===== src/rtl/rob_commit_sequencer_if.sv =====
// Interface between the reorder buffer head, the store buffer and the commit sequencer.
// The master side (ROB and store buffer) presents the oldest Q_WIDTH entries.
// The slave side (the sequencer) returns the dequeue count, the store commit
// strobe and the flush/redirect outputs.
interface rob_commit_sequencer_if #(
  parameter int Q_WIDTH   = 4,
  parameter int ADDR_BITS = 64
);
  localparam int DEQ_W = $clog2(Q_WIDTH + 1);

  logic [Q_WIDTH-1:0]           head_valid_in;
  logic [Q_WIDTH*3-1:0]         head_status_in;
  logic [Q_WIDTH-1:0]           head_is_store_in;
  logic [Q_WIDTH*ADDR_BITS-1:0] head_pc_in;
  logic [Q_WIDTH*ADDR_BITS-1:0] head_target_in;
  logic                         st_ready_in;
  logic [DEQ_W-1:0]             deq_out;
  logic [Q_WIDTH-1:0]           st_commit_out;
  logic                         flush_out;
  logic                         valid_pc_out;
  logic [ADDR_BITS-1:0]         pc_out;
  logic [ADDR_BITS-1:0]         epc_out;
  logic [2:0]                   cause_out;

  modport master (
    output head_valid_in, head_status_in, head_is_store_in, head_pc_in,
           head_target_in, st_ready_in,
    input  deq_out, st_commit_out, flush_out, valid_pc_out, pc_out,
           epc_out, cause_out
  );

  modport slave (
    input  head_valid_in, head_status_in, head_is_store_in, head_pc_in,
           head_target_in, st_ready_in,
    output deq_out, st_commit_out, flush_out, valid_pc_out, pc_out,
           epc_out, cause_out
  );
endinterface


===== src/rtl/rob_commit_sequencer.sv =====
// ROB retirement controller: in-order commit of up to Q_WIDTH head entries per
// cycle, at most one store per cycle, and a flush/redirect sequence on
// exception, interrupt, trap or branch mispredict.
// Optional macro ROB_COMMIT_PERF_EN adds commit_cnt_out / flush_cnt_out counters.
module rob_commit_sequencer #(
  parameter int                   Q_WIDTH      = 4,
  parameter int                   ADDR_BITS    = 64,
  parameter int                   FLUSH_CYCLES = 2,
  parameter logic [ADDR_BITS-1:0] EXC_VECTOR   = 64'h0000_0000_0000_0100
) (
  input  logic                   clk_in,
  input  logic                   rst_in,
  rob_commit_sequencer_if.slave  bus
`ifdef ROB_COMMIT_PERF_EN
  ,
  output logic [31:0]            commit_cnt_out,
  output logic [31:0]            flush_cnt_out
`endif
);

  localparam int DEQ_W = $clog2(Q_WIDTH + 1);

  localparam logic [2:0] ST_DONE = 3'd1;
  localparam logic [2:0] ST_EXC  = 3'd2;
  localparam logic [2:0] ST_INT  = 3'd3;
  localparam logic [2:0] ST_TRAP = 3'd4;
  localparam logic [2:0] ST_MISP = 3'd5;

  typedef enum logic [1:0] {
    S_RUN,
    S_FLUSH,
    S_REDIRECT
  } state_t;

  state_t               state;
  logic [3:0]           flush_cnt;
  logic                 flush_q;
  logic                 valid_pc_q;
  logic [ADDR_BITS-1:0] pc_q;
  logic [ADDR_BITS-1:0] epc_q;
  logic [ADDR_BITS-1:0] redir_q;
  logic [2:0]           cause_q;

  logic [DEQ_W-1:0]     deq_c;
  logic [Q_WIDTH-1:0]   st_c;
  logic                 ev_c;
  logic                 ev_misp_c;
  logic [2:0]           ev_cause_c;
  logic [ADDR_BITS-1:0] ev_pc_c;
  logic [ADDR_BITS-1:0] ev_tgt_c;

  logic                 run;

  assign run = (state == S_RUN);

  // Commit scan from the oldest slot upward; also identifies the oldest event.
  // A single stop flag ends the scan at the first slot that cannot retire, so
  // only that slot may raise an exception-class event, and a retiring
  // mispredict ends the scan right after itself.
  always_comb begin
    logic       stop;
    logic       store_seen;
    logic [2:0] st_i;
    deq_c      = '0;
    st_c       = '0;
    ev_c       = 1'b0;
    ev_misp_c  = 1'b0;
    ev_cause_c = '0;
    ev_pc_c    = '0;
    ev_tgt_c   = '0;
    stop       = 1'b0;
    store_seen = 1'b0;
    st_i       = '0;
    for (int unsigned i = 0; i < Q_WIDTH; i++) begin
      st_i = bus.head_status_in[i*3 +: 3];
      if (!stop) begin
        if (!bus.head_valid_in[i]) begin
          stop = 1'b1;
        end else if (st_i == ST_DONE || st_i == ST_MISP) begin
          if (bus.head_is_store_in[i] && (store_seen || !bus.st_ready_in)) begin
            stop = 1'b1;
          end else begin
            deq_c = deq_c + 1'b1;
            if (bus.head_is_store_in[i]) begin
              st_c[i]    = 1'b1;
              store_seen = 1'b1;
            end
            if (st_i == ST_MISP) begin
              ev_c       = 1'b1;
              ev_misp_c  = 1'b1;
              ev_cause_c = st_i;
              ev_pc_c    = bus.head_pc_in[i*ADDR_BITS +: ADDR_BITS];
              ev_tgt_c   = bus.head_target_in[i*ADDR_BITS +: ADDR_BITS];
              stop       = 1'b1;
            end
          end
        end else if (st_i == ST_EXC || st_i == ST_INT || st_i == ST_TRAP) begin
          ev_c       = 1'b1;
          ev_cause_c = st_i;
          ev_pc_c    = bus.head_pc_in[i*ADDR_BITS +: ADDR_BITS];
          stop       = 1'b1;
        end else begin
          stop = 1'b1;
        end
      end
    end
  end

  assign bus.deq_out       = run ? deq_c : '0;
  assign bus.st_commit_out = run ? st_c  : '0;
  assign bus.flush_out     = flush_q;
  assign bus.valid_pc_out  = valid_pc_q;
  assign bus.pc_out        = pc_q;
  assign bus.epc_out       = epc_q;
  assign bus.cause_out     = cause_q;

  // Flush/redirect FSM with registered outputs.
  always_ff @(posedge clk_in or posedge rst_in) begin
    if (rst_in) begin
      state      <= S_RUN;
      flush_cnt  <= '0;
      flush_q    <= 1'b0;
      valid_pc_q <= 1'b0;
      pc_q       <= '0;
      epc_q      <= '0;
      redir_q    <= '0;
      cause_q    <= '0;
    end else begin
      case (state)
        S_RUN: begin
          if (ev_c) begin
            state     <= S_FLUSH;
            flush_q   <= 1'b1;
            flush_cnt <= 4'd1;
            epc_q     <= ev_pc_c;
            cause_q   <= ev_cause_c;
            redir_q   <= ev_misp_c ? ev_tgt_c : EXC_VECTOR;
          end
        end
        S_FLUSH: begin
          if (flush_cnt == 4'(FLUSH_CYCLES)) begin
            state      <= S_REDIRECT;
            flush_q    <= 1'b0;
            valid_pc_q <= 1'b1;
            pc_q       <= redir_q;
          end else begin
            flush_cnt <= flush_cnt + 4'd1;
          end
        end
        S_REDIRECT: begin
          state      <= S_RUN;
          valid_pc_q <= 1'b0;
          flush_cnt  <= '0;
        end
        default: begin
          state      <= S_RUN;
          flush_q    <= 1'b0;
          valid_pc_q <= 1'b0;
          flush_cnt  <= '0;
        end
      endcase
    end
  end

`ifdef ROB_COMMIT_PERF_EN
  // Performance counters: retired entries and flush events, wrapping at 2^32.
  always_ff @(posedge clk_in or posedge rst_in) begin
    if (rst_in) begin
      commit_cnt_out <= '0;
      flush_cnt_out  <= '0;
    end else begin
      commit_cnt_out <= commit_cnt_out + 32'(bus.deq_out);
      if (run && ev_c) begin
        flush_cnt_out <= flush_cnt_out + 32'd1;
      end
    end
  end
`endif

endmodule


===== src/flat_wrapper.sv =====
// flat-port wrapper written by rule: the top's interface ports become plain ports
module rob_commit_sequencer_flat 
#(
  parameter int                   Q_WIDTH      = 4,
  parameter int                   ADDR_BITS    = 64,
  parameter int                   FLUSH_CYCLES = 2,
  parameter logic [ADDR_BITS-1:0] EXC_VECTOR   = 64'h0000_0000_0000_0100
)
  (clk_in, rst_in, bus_head_valid_in, bus_head_status_in, bus_head_is_store_in, bus_head_pc_in, bus_head_target_in, bus_st_ready_in, bus_deq_out, bus_st_commit_out, bus_flush_out, bus_valid_pc_out, bus_pc_out, bus_epc_out, bus_cause_out);
  rob_commit_sequencer_if #(.Q_WIDTH(Q_WIDTH), .ADDR_BITS(ADDR_BITS)) bus_i ();
  input  logic clk_in;
  input  logic rst_in;
  input wire logic [$bits(bus_i.head_valid_in)-1:0] bus_head_valid_in;
  input wire logic [$bits(bus_i.head_status_in)-1:0] bus_head_status_in;
  input wire logic [$bits(bus_i.head_is_store_in)-1:0] bus_head_is_store_in;
  input wire logic [$bits(bus_i.head_pc_in)-1:0] bus_head_pc_in;
  input wire logic [$bits(bus_i.head_target_in)-1:0] bus_head_target_in;
  input wire logic [$bits(bus_i.st_ready_in)-1:0] bus_st_ready_in;
  output wire logic [$bits(bus_i.deq_out)-1:0] bus_deq_out;
  output wire logic [$bits(bus_i.st_commit_out)-1:0] bus_st_commit_out;
  output wire logic [$bits(bus_i.flush_out)-1:0] bus_flush_out;
  output wire logic [$bits(bus_i.valid_pc_out)-1:0] bus_valid_pc_out;
  output wire logic [$bits(bus_i.pc_out)-1:0] bus_pc_out;
  output wire logic [$bits(bus_i.epc_out)-1:0] bus_epc_out;
  output wire logic [$bits(bus_i.cause_out)-1:0] bus_cause_out;
  assign bus_i.head_valid_in = bus_head_valid_in;
  assign bus_i.head_status_in = bus_head_status_in;
  assign bus_i.head_is_store_in = bus_head_is_store_in;
  assign bus_i.head_pc_in = bus_head_pc_in;
  assign bus_i.head_target_in = bus_head_target_in;
  assign bus_i.st_ready_in = bus_st_ready_in;
  assign bus_deq_out = bus_i.deq_out;
  assign bus_st_commit_out = bus_i.st_commit_out;
  assign bus_flush_out = bus_i.flush_out;
  assign bus_valid_pc_out = bus_i.valid_pc_out;
  assign bus_pc_out = bus_i.pc_out;
  assign bus_epc_out = bus_i.epc_out;
  assign bus_cause_out = bus_i.cause_out;
  rob_commit_sequencer #(.Q_WIDTH(Q_WIDTH), .ADDR_BITS(ADDR_BITS), .FLUSH_CYCLES(FLUSH_CYCLES), .EXC_VECTOR(EXC_VECTOR)) u_core (.clk_in(clk_in), .rst_in(rst_in), .bus(bus_i));
endmodule

===== config.mk =====
export PLATFORM = sky130hd
export DESIGN_NAME = rob_commit_sequencer_flat
export DESIGN_NICKNAME = d
export VERILOG_FILES = /design/src/rtl/rob_commit_sequencer_if.sv /design/src/rtl/rob_commit_sequencer.sv /design/src/flat_wrapper.sv
export SDC_FILE = /design/constraint.sdc
export NUM_CORES = 1
export LEC_CHECK = 0
export BUFFER_PORTS_ARGS = -buffer_cell sky130_fd_sc_hd__buf_4
export CORE_AREA = 2 2 261 263
export DETAILED_ROUTE_END_ITERATION = 6
export DIE_AREA = 0 0 263 265
export GPL_ROUTABILITY_DRIVEN = 0
export GPL_TIMING_DRIVEN = 0
export PLACE_DENSITY = 0.37
export SETUP_SLACK_MARGIN = 0.02
export SLEW_MARGIN = 20
export SYNTH_ARGS = -nofsm -noshare
export SYNTH_HDL_FRONTEND = slang
export SYNTH_SLANG_ARGS = --single-unit

===== constraint.sdc =====
create_clock -name clk_in -period 5.2 [get_ports clk_in]
set_input_delay 0 -clock clk_in [delete_from_list [all_inputs] [get_ports clk_in]]
set_output_delay 0 -clock clk_in [all_outputs]
set_load 0.005 [all_outputs]

Word-level counts from Yosys, hierarchy flattened
Cells that the tools add are included.

word-level totals
  register bits = 203
  bits in latches = 0
  RAM bits = 0
  memory bits (read-only) = 0
  input port bits = 535
  memories = 0

cells by class
  $add $sub $neg = 4
  multipliers = 0
  divide/modulo/power cells = 0
  $lt $le $gt $ge = 0
  equal/unequal tests = 26
  shift operators = 0
  muxes and demuxes = 176
  bitwise operators = 2
  reduce and logical (&&, ||, !) cells = 27

operators by type and width
  cell                                                                     count
  64-bit 2-to-1 mux                                                        43
  3-bit 2-to-1 mux                                                         38
  1-bit 2-to-1 mux                                                         86
  3-bit by 2-bit equality test with 1-bit output, second input constant    8
  3-bit equality test, second input constant                               8
  1-bit logical OR                                                         15
  3-bit by 1-bit equality test with 1-bit output, second input constant    4
  4-bit 2-to-1 mux                                                         3
  2-bit AND reduction                                                      5
  3-bit by 1-bit adder with 3-bit output, second input constant            3
  4-bit case mux with 2 select lines                                       1
  4-bit by 1-bit adder with 4-bit output, second input constant            1
  4-bit by 2-bit equality test with 1-bit output, second input constant    1
  1-bit logical AND                                                        4
  2-bit 2-to-1 mux                                                         2
  2-bit by 1-bit inequality test with 1-bit output, second input constant  2
  2-bit case mux with 2 select lines                                       1
  1-bit case mux with 3 select lines                                       1
  3-bit AND reduction                                                      1
  2-bit by 1-bit equality test with 1-bit output, second input constant    1
  2-bit equality test, second input constant                               1
  2-bit zero test                                                          1
  2-bit inequality test, second input constant                             1
  1-bit NOT                                                                2
  other kinds (2)                                                          2

Longest topological paths before layout
Gate-level depths: netlist (run 1).

  depth after elaboration = 25
  gate-level depth with buffers = 11
  depth with buffers taken out = 10

Worst setup path before layout (run 1)
OpenSTA, ideal clock, no wires.

  kind = input-to-output
  start point = input port bus_head_valid_in[0]
  end point = output port bus_deq_out[2]
  arrival = 2,329 ps
  data required time = 5,200 ps
  setup slack = 2,871 ps
  cell stages on the path = 11
  buffers on the path = 1
  cells stage by stage = buf_4 and4b_1 o21ai_0 ha_1 o21ai_0 inv_1 ha_1 mux2_2 ha_1 a21o_1 a21oi_1

on the way
  cells in the longest elaborated chain, start to end = 20

RTL lines
  item                                                                             line                         text
  from (decl)                                                                      flat_wrapper.sv:13           input wire logic [$bits(bus_i.head_valid_in)-1:0] bus_head_valid_in;
  branches (longest 18 deep; another with 3-bit by 1-bit adder with 3-bit output)  n/a
  3-bit 2-to-1 mux *                                                               rob_commit_sequencer.sv:76   if (!stop) begin
  3-bit 2-to-1 mux *                                                               rob_commit_sequencer.sv:109  assign bus.deq_out = run ? deq_c : '0;
  to (decl)                                                                        flat_wrapper.sv:19           output wire logic [$bits(bus_i.deq_out)-1:0] bus_deq_out;

Every way passes the cells marked *.

Worst setup path in the final report (run 1)
  start point = input port bus_st_ready_in
  end point = register u_core.epc_q[1] (netlist: u_core.bus.epc_out[1])

on the way
  cells in the longest elaborated chain, start to end = 24

RTL lines
  item                                  line                         text
  from (decl)                           flat_wrapper.sv:18           input wire logic [$bits(bus_i.st_ready_in)-1:0] bus_st_ready_in;
  1-bit zero test *                     rob_commit_sequencer.sv:80   if (bus.head_is_store_in[i] && (store_seen || !bus.st_ready_in)) begin
  1-bit logical AND                     rob_commit_sequencer.sv:80
  1-bit 2-to-1 mux                      rob_commit_sequencer.sv:80
  1-bit 2-to-1 mux                      rob_commit_sequencer.sv:79   end else if (st_i == ST_DONE || st_i == ST_MISP) begin
  1-bit 2-to-1 mux                      rob_commit_sequencer.sv:77   if (!bus.head_valid_in[i]) begin
  1-bit logical OR                      rob_commit_sequencer.sv:80
  1-bit logical AND                     rob_commit_sequencer.sv:80
  1-bit 2-to-1 mux                      rob_commit_sequencer.sv:80
  [8 not listed]                        n/a
  1-bit 2-to-1 mux                      rob_commit_sequencer.sv:76
  1-bit logical OR                      rob_commit_sequencer.sv:80
  1-bit logical AND                     rob_commit_sequencer.sv:80
  1-bit 2-to-1 mux                      rob_commit_sequencer.sv:80
  1-bit 2-to-1 mux                      rob_commit_sequencer.sv:79
  1-bit 2-to-1 mux                      rob_commit_sequencer.sv:77
  1-bit 2-to-1 mux                      rob_commit_sequencer.sv:76
  2-bit AND reduction (no source line)  n/a
  to (signal assigned)                  rob_commit_sequencer.sv:135  epc_q <= ev_pc_c;
  to (decl)                             rob_commit_sequencer.sv:40   logic [ADDR_BITS-1:0] epc_q;

Every way passes the cells marked *; elsewhere a longest branch is shown, timed or not.
A chain may end at the register's enable or synchronous reset.

==> flow_metrics.py, run 1 <==
metrics = {
    "outcome": {
        "outcome": "finished, final reports clean",
    },
    "floorplan": {
        "num_rows": 95,
        "ioPinCount": 675,
        "start_util": 0.1733,
        "die_h_um": 265,
        "die-area_mm2": 0.06970,
        "die_w_um": 263,
        "core_mm2": 0.06680,
    },
    "pwr": {
        "peakVddDrop_v": 0.0002281,
        "sw_frac_of_total": 0.3050,
        "p_int_w": 0.003735,
        "pwr-share-comb": 0.306,
        "p_sw_w": 0.001639,
        "power_frac_seq": 0.362,
        "power_density_mw_per_mm2": 250.8,
        "clockPowerShare": 0.332,
        "power.leakage_nw": 10.32,
    },
    "synth": {
        "synthCells": 1236,
        "syn_avg_cell_area_um2": 9.364,
        "async_flop_share": 1.000,
        "yosysTopAreaCell": "dfrtp_1",
        "yosysWarnings": 0,
        "synth_top_area_share": 0.4389,
        "ys.flop_type": "dfrtp_1",
        "synth_cell_types": 65,
        "synth_edf_count": 0,
        "syn-num-nets": 1776,
        "ys_seq_area_frac": 0.4389,
        "synth_seq_cells": 203,
        "ys_top_cells_by_area": "dfrtp_1 44%, nand2_1 6.6%, a221o_1 5.0%",
        "netlist_area_mm2": 0.01157,
    },
    "finish": {
        "final_cell_mix": "679 x buf_4, 271 x dlygate4sd3_1, 203 x dfrtp_1",
        "area_growth_pct": 85.12,
        "finalInstanceArea_mm2": 0.02143,
        "layout-drive-gt1-share": 0.3697,
        "layout_commonest_cell": "buf_4",
        "fillers": 7158,
        "ff_latch_area_mm2": 0.005080,
        "multiInputGateArea_mm2": 0.005718,
        "final_net_count": 2756,
    },
    "critical_path": {
        "crit_type": "primary input to flip-flop",
        "required_ns": 5.69,
        "slowest_stage": "dlygate4sd3_1",
        "slowest_delay_ns": 0.66,
        "path_cells": "buf_4, buf_2, inv_1, o2111a_1, nor2_1, buf_2, clkbuf_1, a22oi_1, dlygate4sd3_1, o211ai_1, dlygate4sd3_1, mux2_1",
        "critPathCaptureType": "flip-flop",
        "cpLargestDelayFamily": "buffers and inverters",
        "cp.arrival_ns": 3.63,
        "cp-start-kind": "primary input",
        "crit_buf_inv": 7,
        "worstPathMaxFanout": 10,
    },
    "routing": {
        "drt-met1-wl_mm": 25.70,
        "top_layer": "met4",
        "drt_iter0_drc": 565,
        "viasPerCell": 4.388,
        "routed_wl_mm": 64.88,
        "detail_route.wl_per_cell_um": 20.82,
        "vias": 13672,
        "dr.pass1.iters": 5,
        "routed-wl-met3_mm": 4.978,
        "ant_nets": 0,
        "route.detailed.drc": 0,
        "routed-wl-met2_mm": 31.85,
    },
    "sta": {
        "hold_viol": 0,
        "setup_viol": 0,
        "drv_slew": 0,
        "rsz0062_at_grt": "false",
        "worst_pin_slew_ns": 0.9125,
        "max_freq_ghz": 0.3182,
        "relSlewSlack": 0.3917,
        "final.setup.tns_ns": 0,
        "skew_ns": 0.009280,
        "fin_crit_sh": 0.6044,
        "post-route-min-period_ns": 3.143,
    },
    "clock_network": {
        "cts_made_buffers": 27,
        "clk_latency_ns": 0.56,
        "cts.sinks": 203,
        "clockBufferDepth": 3,
        "clkTransAtPathRegs_ns": 0.06,
        "h-tree-depth": 1,
        "clockRootBuffer": "clkbuf_16",
        "tritoncts": "done",
    },
    "placement": {
        "placed_cell_area_mm2": 0.01785,
        "io_buffers": 672,
        "dp_hpwl_mm": 52.60,
    },
    "grt": {
        "antenna_found_initial": 8,
        "grtUsageTotal": 0.1802,
        "grt_pass1_wl_mm": 95.03,
        "grt_pass1_vias": 14755,
        "grt-ovfl-total": 0,
        "grt_max_degree": 32,
    },
    "run": {
        "cap_viol_max_count": 0,
    },
    "min_path": {
        "min_path_type": "primary input to async pin",
    },
}
[worst register-to-register path: stages, from the launching register on]
cell and delay, ns:
dfrtp_1 0.35, clkbuf_1 0.28, nor2_1 0.55, o31ai_2 0.31, buf_4 0.26, buf_2 0.23
a32oi_1 0.17, dlygate4sd3_1 0.56
[power by group through the flow]
stage	logic, W	clock network (W)	registers [W]
floorplan	0.000545	0	0.00197
global placement	0.00152	0	0.00197
detailed placement	0.00153	0	0.00197
CTS	0.00167	0.00186	0.00195
global route	0.00178	0.00193	0.00197
finish	0.00164	0.00179	0.00195
[state kept, by name, summed over array words and instances (netlist names)]
| name | flops |
|---|---|
| u_core.bus.cause_out | 3 |
| u_core.bus.flush_out | 1 |
| u_core.bus.pc_out | 64 |
| u_core.state | 2 |
| u_core.bus.valid_pc_out | 1 |
| u_core.flush_cnt | 4 |
| u_core.redir_q | 64 |
| u_core.bus.epc_out | 64 |
[cells in the mapped netlist, drive strengths merged (10+ instances only)]
cell and number:
dfrtp 203, a21oi 67, o21ai 10, nand3 71, a221o 58, nand2 202
mux2 67, nor2 11, nor2b 11, and2 61, clkbuf 60, o2bb2ai 62
o211ai 66, inv 78, a22oi 63, buf 43
[cell type report]
type / instances / area share
timing repair buffer: 951 / 0.3690
antenna: 9 / 0.001051
clock inverter: 9 / 0.002394
multi-input combinational: 852 / 0.2669
clock buffer: 38 / 0.03626
inverter: 78 / 0.01384
buffer: 103 / 0.02254
sequential: 203 / 0.2371
tap: 873 / 0.05098
[cells by family (layout without fill, tap and decap cells)]
group,count (synthesis),after routing,share of synthesized area
AO/OA/AOI/OAI,370,370,0.2483
XOR/XNOR,4,4,0.003028
adder cells (fa/ha/maj),5,5,0.005405
buffers and inverters,181,1179,0.06703
flip-flops,203,203,0.4389
multiplexers,71,71,0.06865
other,0,9,0
AND/OR/NAND/NOR,402,402,0.1687
[per-stage QoR]
stage	power [W]	hold slack (ns)	utilization	std cells	setup WS, ns
after floorplan	0.002512	0.1201	-	1236	2.570
after global placement	0.003485	0.2742	0.2652	2781	0.8635
after detailed placement	0.003505	0.08857	0.2673	2788	1.940
after CTS	0.005484	0.03282	0.3203	3106	2.071
after global routing	0.005685	0.06236	0.3207	3114	1.886
final	0.005374	0.05566	0.3207	3116	2.057
[routing by layer]
layer,global-route usage,up-vias
met5,0,-
met4,0.06981,0
met3,0.05369,101
met2,0.3148,472
met1,0.2063,6615
li1,-,6484
[path summary, 6_finish.rpt]
| kind | depth (start not counted) | to | from | slack, ns |
|---|---|---|---|---|
| worst max-delay path | 12 | u_core.bus.epc_out[1]$_DFFE_PP0P_ | bus_st_ready_in | 2.06 |
| worst min-delay path | 3 | u_core.bus.epc_out[1]$_DFFE_PP0P_ | rst_in | 0.06 |
| worst max register to register | 7 | u_core.redir_q[8]$_DFFE_PP0P_ | u_core.state[1]$_DFFE_PP0P_ | 2.43 |
| worst min register to register | 2 | u_core.bus.pc_out[57]$_DFFE_PP0P_ | u_core.redir_q[57]$_DFFE_PP0P_ | 0.47 |
| max in group asynchronous | 7 | u_core.redir_q[48]$_DFFE_PP0P_ | rst_in | 3.92 |
| min in group clk_in | 4 | u_core.bus.cause_out[1]$_DFFE_PP0P_ | bus_head_status_in[10] | 0.07 |
[what timing repair did]
action	in CTS	in global routing
hold buffers	271	0
endpoints found under the hold margin	198	0
resized for setup	0	0
buffers inserted	0	0
endpoints found under the setup margin	0	0
Power figures use the tool's default switching activity.
==> inputs of run 2 (changes only) <==
- ABC_AREA: not set -> 1
- CORE_AREA: 2 2 261 263 -> 2 2 263 265
- DIE_AREA: 0 0 263 265 -> 0 0 265 267
- PLACE_DENSITY: 0.37 -> 0.38
- clock period: 5.2 -> 2.9 ns (I/O delays scaled with it)
==> run 2 against run 1 <==
Count of clock-buffer cells in the layout up 1. Synthesized cell count rose by 65%. Worst setup slack got worse by 2.0 ns. Critical path depth unchanged. Via count grew 29%. Combinational power increased by 120%. Cell count grew 26%. Die area grew 1.5%. Largest power group unchanged. Highest routed layer is now met5.
==> flow_metrics.py, run 2 <==
metrics = {
    "sta": {
        "drv_slew": 0,
        "relSlewSlack": 0.3215,
        "hold_viol": 0,
        "worst_pin_slew_ns": 1.018,
        "skew_ns": 0.01643,
        "max_freq_ghz": 0.3580,
        "fin_crit_sh": 0.9633,
        "post-route-min-period_ns": 2.793,
        "fin_hold_ws_ns": 0.007642,
        "rsz0062_at_grt": "true",
        "setup_viol": 0,
    },
    "critical_path": {
        "worstPathMaxFanout": 10,
        "cp-start-kind": "primary input",
        "cp.arrival_ns": 3.27,
        "crit_type": "primary input to flip-flop",
        "r2r_cells": 7,
        "required_ns": 3.38,
        "critPathCaptureType": "flip-flop",
    },
    "clock_network": {
        "clockBufferDepth": 3,
        "clkTransAtPathRegs_ns": 0.06,
        "cts_made_buffers": 26,
        "clockRootBuffer": "clkbuf_16",
        "post_cts_buffers": 0,
        "h-tree-depth": 1,
        "tritoncts": "done",
        "cts.sinks": 203,
        "clk_latency_ns": 0.55,
    },
    "synth": {
        "async_flop_share": 1.000,
        "yosysWarnings": 0,
        "synthTopCellsByCount": "765 x nand2_1, 213 x nor2_1, 203 x dfrtp_1",
        "synth_seq_cells": 203,
        "synth_top_area_share": 0.3824,
        "synthCells": 2040,
        "syn-num-nets": 2580,
        "ys_top_cells_by_area": "dfrtp_1 38%, nand2_1 22%, nor2_1 6.0%",
        "synth_most_common_cell": "nand2_1",
        "netlist_area_mm2": 0.01329,
        "yosysTopAreaCell": "dfrtp_1",
        "synth_edf_count": 0,
        "syn_avg_cell_area_um2": 6.512,
        "ys.flop_type": "dfrtp_1",
        "synth_cell_types": 38,
        "ys_seq_area_frac": 0.3824,
    },
    "grt": {
        "globalRoute.busiestLayer": "met2",
        "grt_pass1_vias": 18390,
        "grtUsageTotal": 0.2352,
        "grt-ovfl-total": 0,
        "grt_util_met3": 0.04318,
        "grt_max_degree": 33,
        "antenna_found_initial": 8,
        "grt_pass1_wl_mm": 122.0,
        "use_met2": 0.4421,
        "grtUsageMet1": 0.2670,
    },
    "placement": {
        "dp_hpwl_mm": 70.58,
        "io_buffers": 672,
    },
    "floorplan": {
        "die-area_mm2": 0.07076,
        "die_h_um": 267,
        "die_w_um": 265,
        "start_util": 0.1954,
        "ioPinCount": 675,
        "num_rows": 96,
        "core_mm2": 0.06799,
    },
    "routing": {
        "routed_wl_mm": 86.26,
        "route.detailed.drc": 0,
        "drt_iter0_drc": 1112,
        "dr.pass1.iters": 5,
        "viasPerCell": 4.500,
        "detail_route.wl_per_cell_um": 21.95,
        "vias": 17679,
        "ant_nets": 0,
    },
    "outcome": {
        "outcome": "finished, final reports clean",
    },
    "run": {
        "cap_viol_max_count": 0,
    },
    "finish": {
        "ff_latch_area_mm2": 0.005080,
        "layout_commonest_cell": "nand2_1",
        "multiInputGateArea_mm2": 0.007087,
        "fillers": 7506,
        "final_net_count": 3561,
        "area_growth_pct": 75.04,
        "layout-drive-gt1-share": 0.2618,
        "final_cell_mix": "763 x nand2_1, 673 x buf_4, 273 x dlygate4sd3_1",
    },
    "min_path": {
        "hold_depth": 4,
        "min_path_type": "primary input to flip-flop",
    },
    "pwr": {
        "power.leakage_nw": 12.05,
        "power_w": 0.01085,
        "power_density_mw_per_mm2": 466.6,
        "peakVddDrop_v": 0.0003683,
    },
}
-- run 2: cell count changes in the layout (fill, tap and decap cells not counted), moves of 36 or more --
cell	delta
inv_1	+43
nand2_1	+561
and2_1	-61
a221o_1	-58
o211ai_1	-65
o2bb2ai_1	-62
nand3_1	+47
a22oi_1	-62
mux2_2	-51
nor2_1	+198
o21ai_1	+86
clkbuf_1	+36
nand3b_1	+80
o21ai_0	+107
-- run 2: path summary, 6_finish.rpt --
kind | startpoint | slack [ns] | endpoint
min in group asynchronous | rst_in | 0.07 | u_core.bus.epc_out[45]$_DFFE_PP0P_
max in group asynchronous | rst_in | 1.62 | u_core.bus.pc_out[49]$_DFFE_PP0P_
worst max-delay path | bus_head_status_in[1] | 0.11 | u_core.redir_q[7]$_DFFE_PP0P_
worst max register to register | u_core.state[1]$_DFFE_PP0P_ | 0.32 | u_core.bus.epc_out[0]$_DFFE_PP0P_
worst min register to register | u_core.bus.pc_out[1]$_DFFE_PP0P_ | 0.47 | u_core.bus.pc_out[1]$_DFFE_PP0P_
worst min-delay path | bus_head_target_in[242] | 0.008 | u_core.redir_q[50]$_DFFE_PP0P_
-- run 2: cell type report --
class | count | share of cell area
repair buffers | 953 | 0.3410
plain buffers | 144 | 0.02868
well taps | 882 | 0.04746
multi-input cells | 1565 | 0.3047
clock inverters | 8 | 0.004143
clock buffers | 39 | 0.03400
flip-flops and latches | 203 | 0.2184
diodes | 7 | 0.0007533
inverters | 128 | 0.02082
-- run 2: layer usage --
metal  part of all wire  vias to the layer above
met5            0.00030                        -
met1               0.39                     8324
met3              0.066                       92
li1                   -                     8524
met4              0.028                        4
met2               0.52                      735
-- run 2: timing repair --
item	in CTS	in global routing
endpoints found under the hold margin	227	0
setup endpoints to repair	23	17
gates resized for setup	1	14
hold buffers	273	0
cloned	0	0
-- run 2: kinds of logic after synthesis --
family                     Yosys count  synth area share
DFF                                203            0.3824
adders and majority gates            5          0.004709
xor gates and xnor gates             1         0.0006594
buffers and inverters              272           0.08599
AOI/OAI and AO/OA                  327            0.1316
and+or+nand+nor                   1232            0.3947
-- run 2: stage by stage --
stage | TNS [ns] | instance area, um^2 | setup slack (ns) | util | instances
6_report | 0 | 23250 | 0.1065 | 0.3421 | 3929
5_1_grt | -0.06162 | 23250 | -0.04172 | 0.3420 | 3928
4_1_cts | 0 | 23220 | 0.02636 | 0.3415 | 3922
3_5_place_dp | -6.137 | 19590 | -0.2832 | 0.2882 | 3602
3_3_place_gp | -289.45 | 19440 | -1.410 | 0.2859 | 3594
2_1_floorplan | 0 | 13290 | 0.2697 | - | 2040
-- run 2: power by group --
group          leakage, nW  switching (W)  internal (W)
Combinational         8.83        0.00185       0.00177
Clock                0.437        0.00135       0.00205
Sequential            2.78       0.000425       0.00341
-- run 2: worst max-delay path: stages --
cell and delay [ns]:
buf_4 0.13, nor2_2 0.12, nand3_1 0.12, nor2_2 0.61, clkbuf_1 0.82, nand2_1 0.23, a21oi_1 0.25, a21oi_1 0.11
nand2_1 0.13, nand2_1 0.05, dlygate4sd3_1 0.56, o21ai_1 0.13
==> inputs of run 3 (changes only) <==
- ABC_AREA: 1 -> not set
- CORE_AREA: 2 2 263 265 -> 2 2 261 263
- CTS_CLUSTER_DIAMETER: not set -> 100
- DIE_AREA: 0 0 265 267 -> 0 0 263 265
- PLACE_DENSITY: 0.38 -> 0.37
- clock period: 2.9 -> 2.53 ns (I/O delays scaled with it)
==> run 3 against run 2 <==
Sequential power grew 5%. Largest cell class unchanged. Worst hold slack gained 0.044 ns. Critical path depth shrank 1. Worst setup slack gained 0.026 ns. Total power grew 4.4%.
==> flow_metrics.py, run 3 (same netlist as run 1, synthesis figures left out) <==
metrics = {
    "outcome": {
        "outcome": "finished, final reports clean",
    },
    "routing": {
        "vias": 14465,
        "ant_nets": 0,
        "viasPerCell": 4.394,
        "dr.pass1.iters": 5,
        "detail_route.wl_per_cell_um": 20.40,
        "routed-wl-met3_mm": 5.001,
        "routed-wl-met2_mm": 32.49,
        "drt-met1-wl_mm": 26.51,
        "drt_iter0_drc": 644,
        "route.detailed.drc": 0,
        "top_layer": "met4",
        "routed_wl_mm": 67.16,
    },
    "grt": {
        "grtUsageTotal": 0.1867,
        "grt_pass1_vias": 15734,
        "grt_pass1_wl_mm": 99.01,
        "antenna_found_initial": 7,
        "grt-ovfl-total": 0,
        "grt_max_degree": 32,
    },
    "critical_path": {
        "critPathCaptureType": "flip-flop",
        "cpLargestDelayFamily": "buffers and inverters",
        "crit_buf_inv": 5,
        "cp-start-kind": "primary input",
        "cp.arrival_ns": 2.83,
        "slowest_stage": "dlygate4sd3_1",
        "path_cells": "buf_4, and4b_2, o21ai_4, buf_4, and3_1, buf_2, clkbuf_2, a221o_1, dlygate4sd3_1, a21oi_1, o2bb2ai_1",
        "required_ns": 2.96,
        "worstPathMaxFanout": 10,
        "crit_type": "primary input to flip-flop",
        "cp_common_cell": "buf_4",
        "slowest_delay_ns": 0.55,
    },
    "finish": {
        "layout-drive-gt1-share": 0.3555,
        "multiInputGateArea_mm2": 0.005763,
        "ff_latch_area_mm2": 0.005081,
        "area_growth_pct": 101.1,
        "final_cell_count_no_fill": 3292,
        "final_cell_mix": "683 x buf_4, 446 x dlygate4sd3_1, 202 x nand2_1, 202 x dfrtp_1, 75 x inv_1",
        "final_net_count": 2933,
        "finalInstanceArea_mm2": 0.02327,
        "fillers": 6921,
        "layout_commonest_cell": "buf_4",
    },
    "run": {
        "cap_viol_max_count": 0,
    },
    "sta": {
        "rsz0062_at_grt": "false",
        "drv_slew": 0,
        "skew_ns": 0.01150,
        "final.setup.tns_ns": 0,
        "worst_pin_slew_ns": 0.9123,
        "post-route-min-period_ns": 2.397,
        "hold_viol": 0,
        "fin_crit_sh": 0.9476,
        "fin_hold_ws_ns": 0.05179,
        "relSlewSlack": 0.3918,
        "setup_viol": 0,
        "max_freq_ghz": 0.4171,
    },
    "min_path": {
        "min_path_type": "primary input to flip-flop",
    },
    "placement": {
        "placed_cell_area_mm2": 0.01785,
        "dp_cells": 2788,
        "io_buffers": 672,
        "dp_hpwl_mm": 52.60,
    },
    "clock_network": {
        "cts_made_buffers": 27,
        "clockBufferDepth": 3,
        "tritoncts": "done",
        "clk_latency_ns": 0.56,
        "clockRootBuffer": "clkbuf_16",
        "h-tree-depth": 1,
        "clkTransAtPathRegs_ns": 0.06,
        "cts.sinks": 203,
    },
    "floorplan": {
        "die_h_um": 265,
        "start_util": 0.1733,
        "die-area_mm2": 0.06970,
        "die_w_um": 263,
        "ioPinCount": 675,
        "core_mm2": 0.06680,
        "num_rows": 95,
    },
    "pwr": {
        "power_density_mw_per_mm2": 486.6,
        "power.leakage_nw": 11.18,
        "peakVddDrop_v": 0.0004686,
        "power_w": 0.01132,
    },
}
## run 3: cell types whose count changed in the layout (fill, tap and decap cells not counted), sizes merged, moves of 51 or more
cell / previous run / this run
o211ai: 1 / 66
nor2: 217 / 11
mux2: 0 / 67
dlygate4sd3: 273 / 446
a22oi: 1 / 63
nand3b: 84 / 4
o2bb2ai: 0 / 62
inv: 127 / 76
a221o: 0 / 58
nand2: 773 / 202
and2: 0 / 61
o21ai: 202 / 10
## run 3: path summary, 6_finish.rpt
check / startpoint / endpoint / slack (ns) / cells after the start
worst max-delay path: bus_head_status_in[1] / u_core.redir_q[33]$_DFFE_PP0P_ / 0.13 / 11
worst min-delay path: bus_head_target_in[103] / u_core.redir_q[39]$_DFFE_PP0P_ / 0.05 / 4
worst max register to register: u_core.state[1]$_DFFE_PP0P_ / u_core.bus.epc_out[7]$_DFFE_PP0P_ / 0.23 / 6
worst min register to register: u_core.redir_q[57]$_DFFE_PP0P_ / u_core.bus.pc_out[57]$_DFFE_PP0P_ / 0.46 / 2
max in group asynchronous: rst_in / u_core.state[1]$_DFFE_PP0P_ / 1.22 / 7
min in group asynchronous: rst_in / u_core.bus.epc_out[1]$_DFFE_PP0P_ / 0.06 / 3
## run 3: report_power, final
part	switching, W	internal [W]	total (W)
combinational	0.00161	0.00204	0.00365
sequential	0.000293	0.00372	0.00401
clock	0.00155	0.00212	0.00366
## run 3: metal layers
| metal | track usage | vias to the layer above |
|---|---|---|
| met1 | 0.2125 | 6943 |
| li1 | - | 6848 |
| met4 | 0.08324 | 0 |
| met5 | 0 | - |
| met3 | 0.05332 | 136 |
| met2 | 0.3247 | 538 |
## run 3: timing repair
item / CTS / global route
resized for setup: 11 / 37
pin swaps: 0 / 2
setup endpoints to repair: 107 / 109
hold buffers: 446 / 0
endpoints found under the hold margin: 198 / 0
setup buffers: 0 / 3
## run 3: through the flow
step | utilization | setup WS, ns
2_1_floorplan | - | -0.1003
3_3_place_gp | 0.2652 | -1.807
3_5_place_dp | 0.2673 | -0.7296
4_1_cts | 0.3471 | 0.02615
5_1_grt | 0.3483 | 0.04676
6_report | 0.3484 | 0.1325
## run 3: worst reg2reg max path, delay by kind of cell, from the launching register on
kind            cells  cell delay [ns]
flops               1             0.50
mux                 1             0.36
compound gates      1             0.31
simple gates        1             0.34
buf+inv             3             0.67
## run 3: area by class of cell
type / instances / share of cell area
antenna: 8 / 0.0008603
multi-input combinational: 852 / 0.2476
tap: 873 / 0.04694
clock inverter: 9 / 0.002204
sequential: 203 / 0.2183
buffer: 102 / 0.02178
clock buffer: 38 / 0.03339
inverter: 78 / 0.01290
timing repair buffer: 1129 / 0.4159
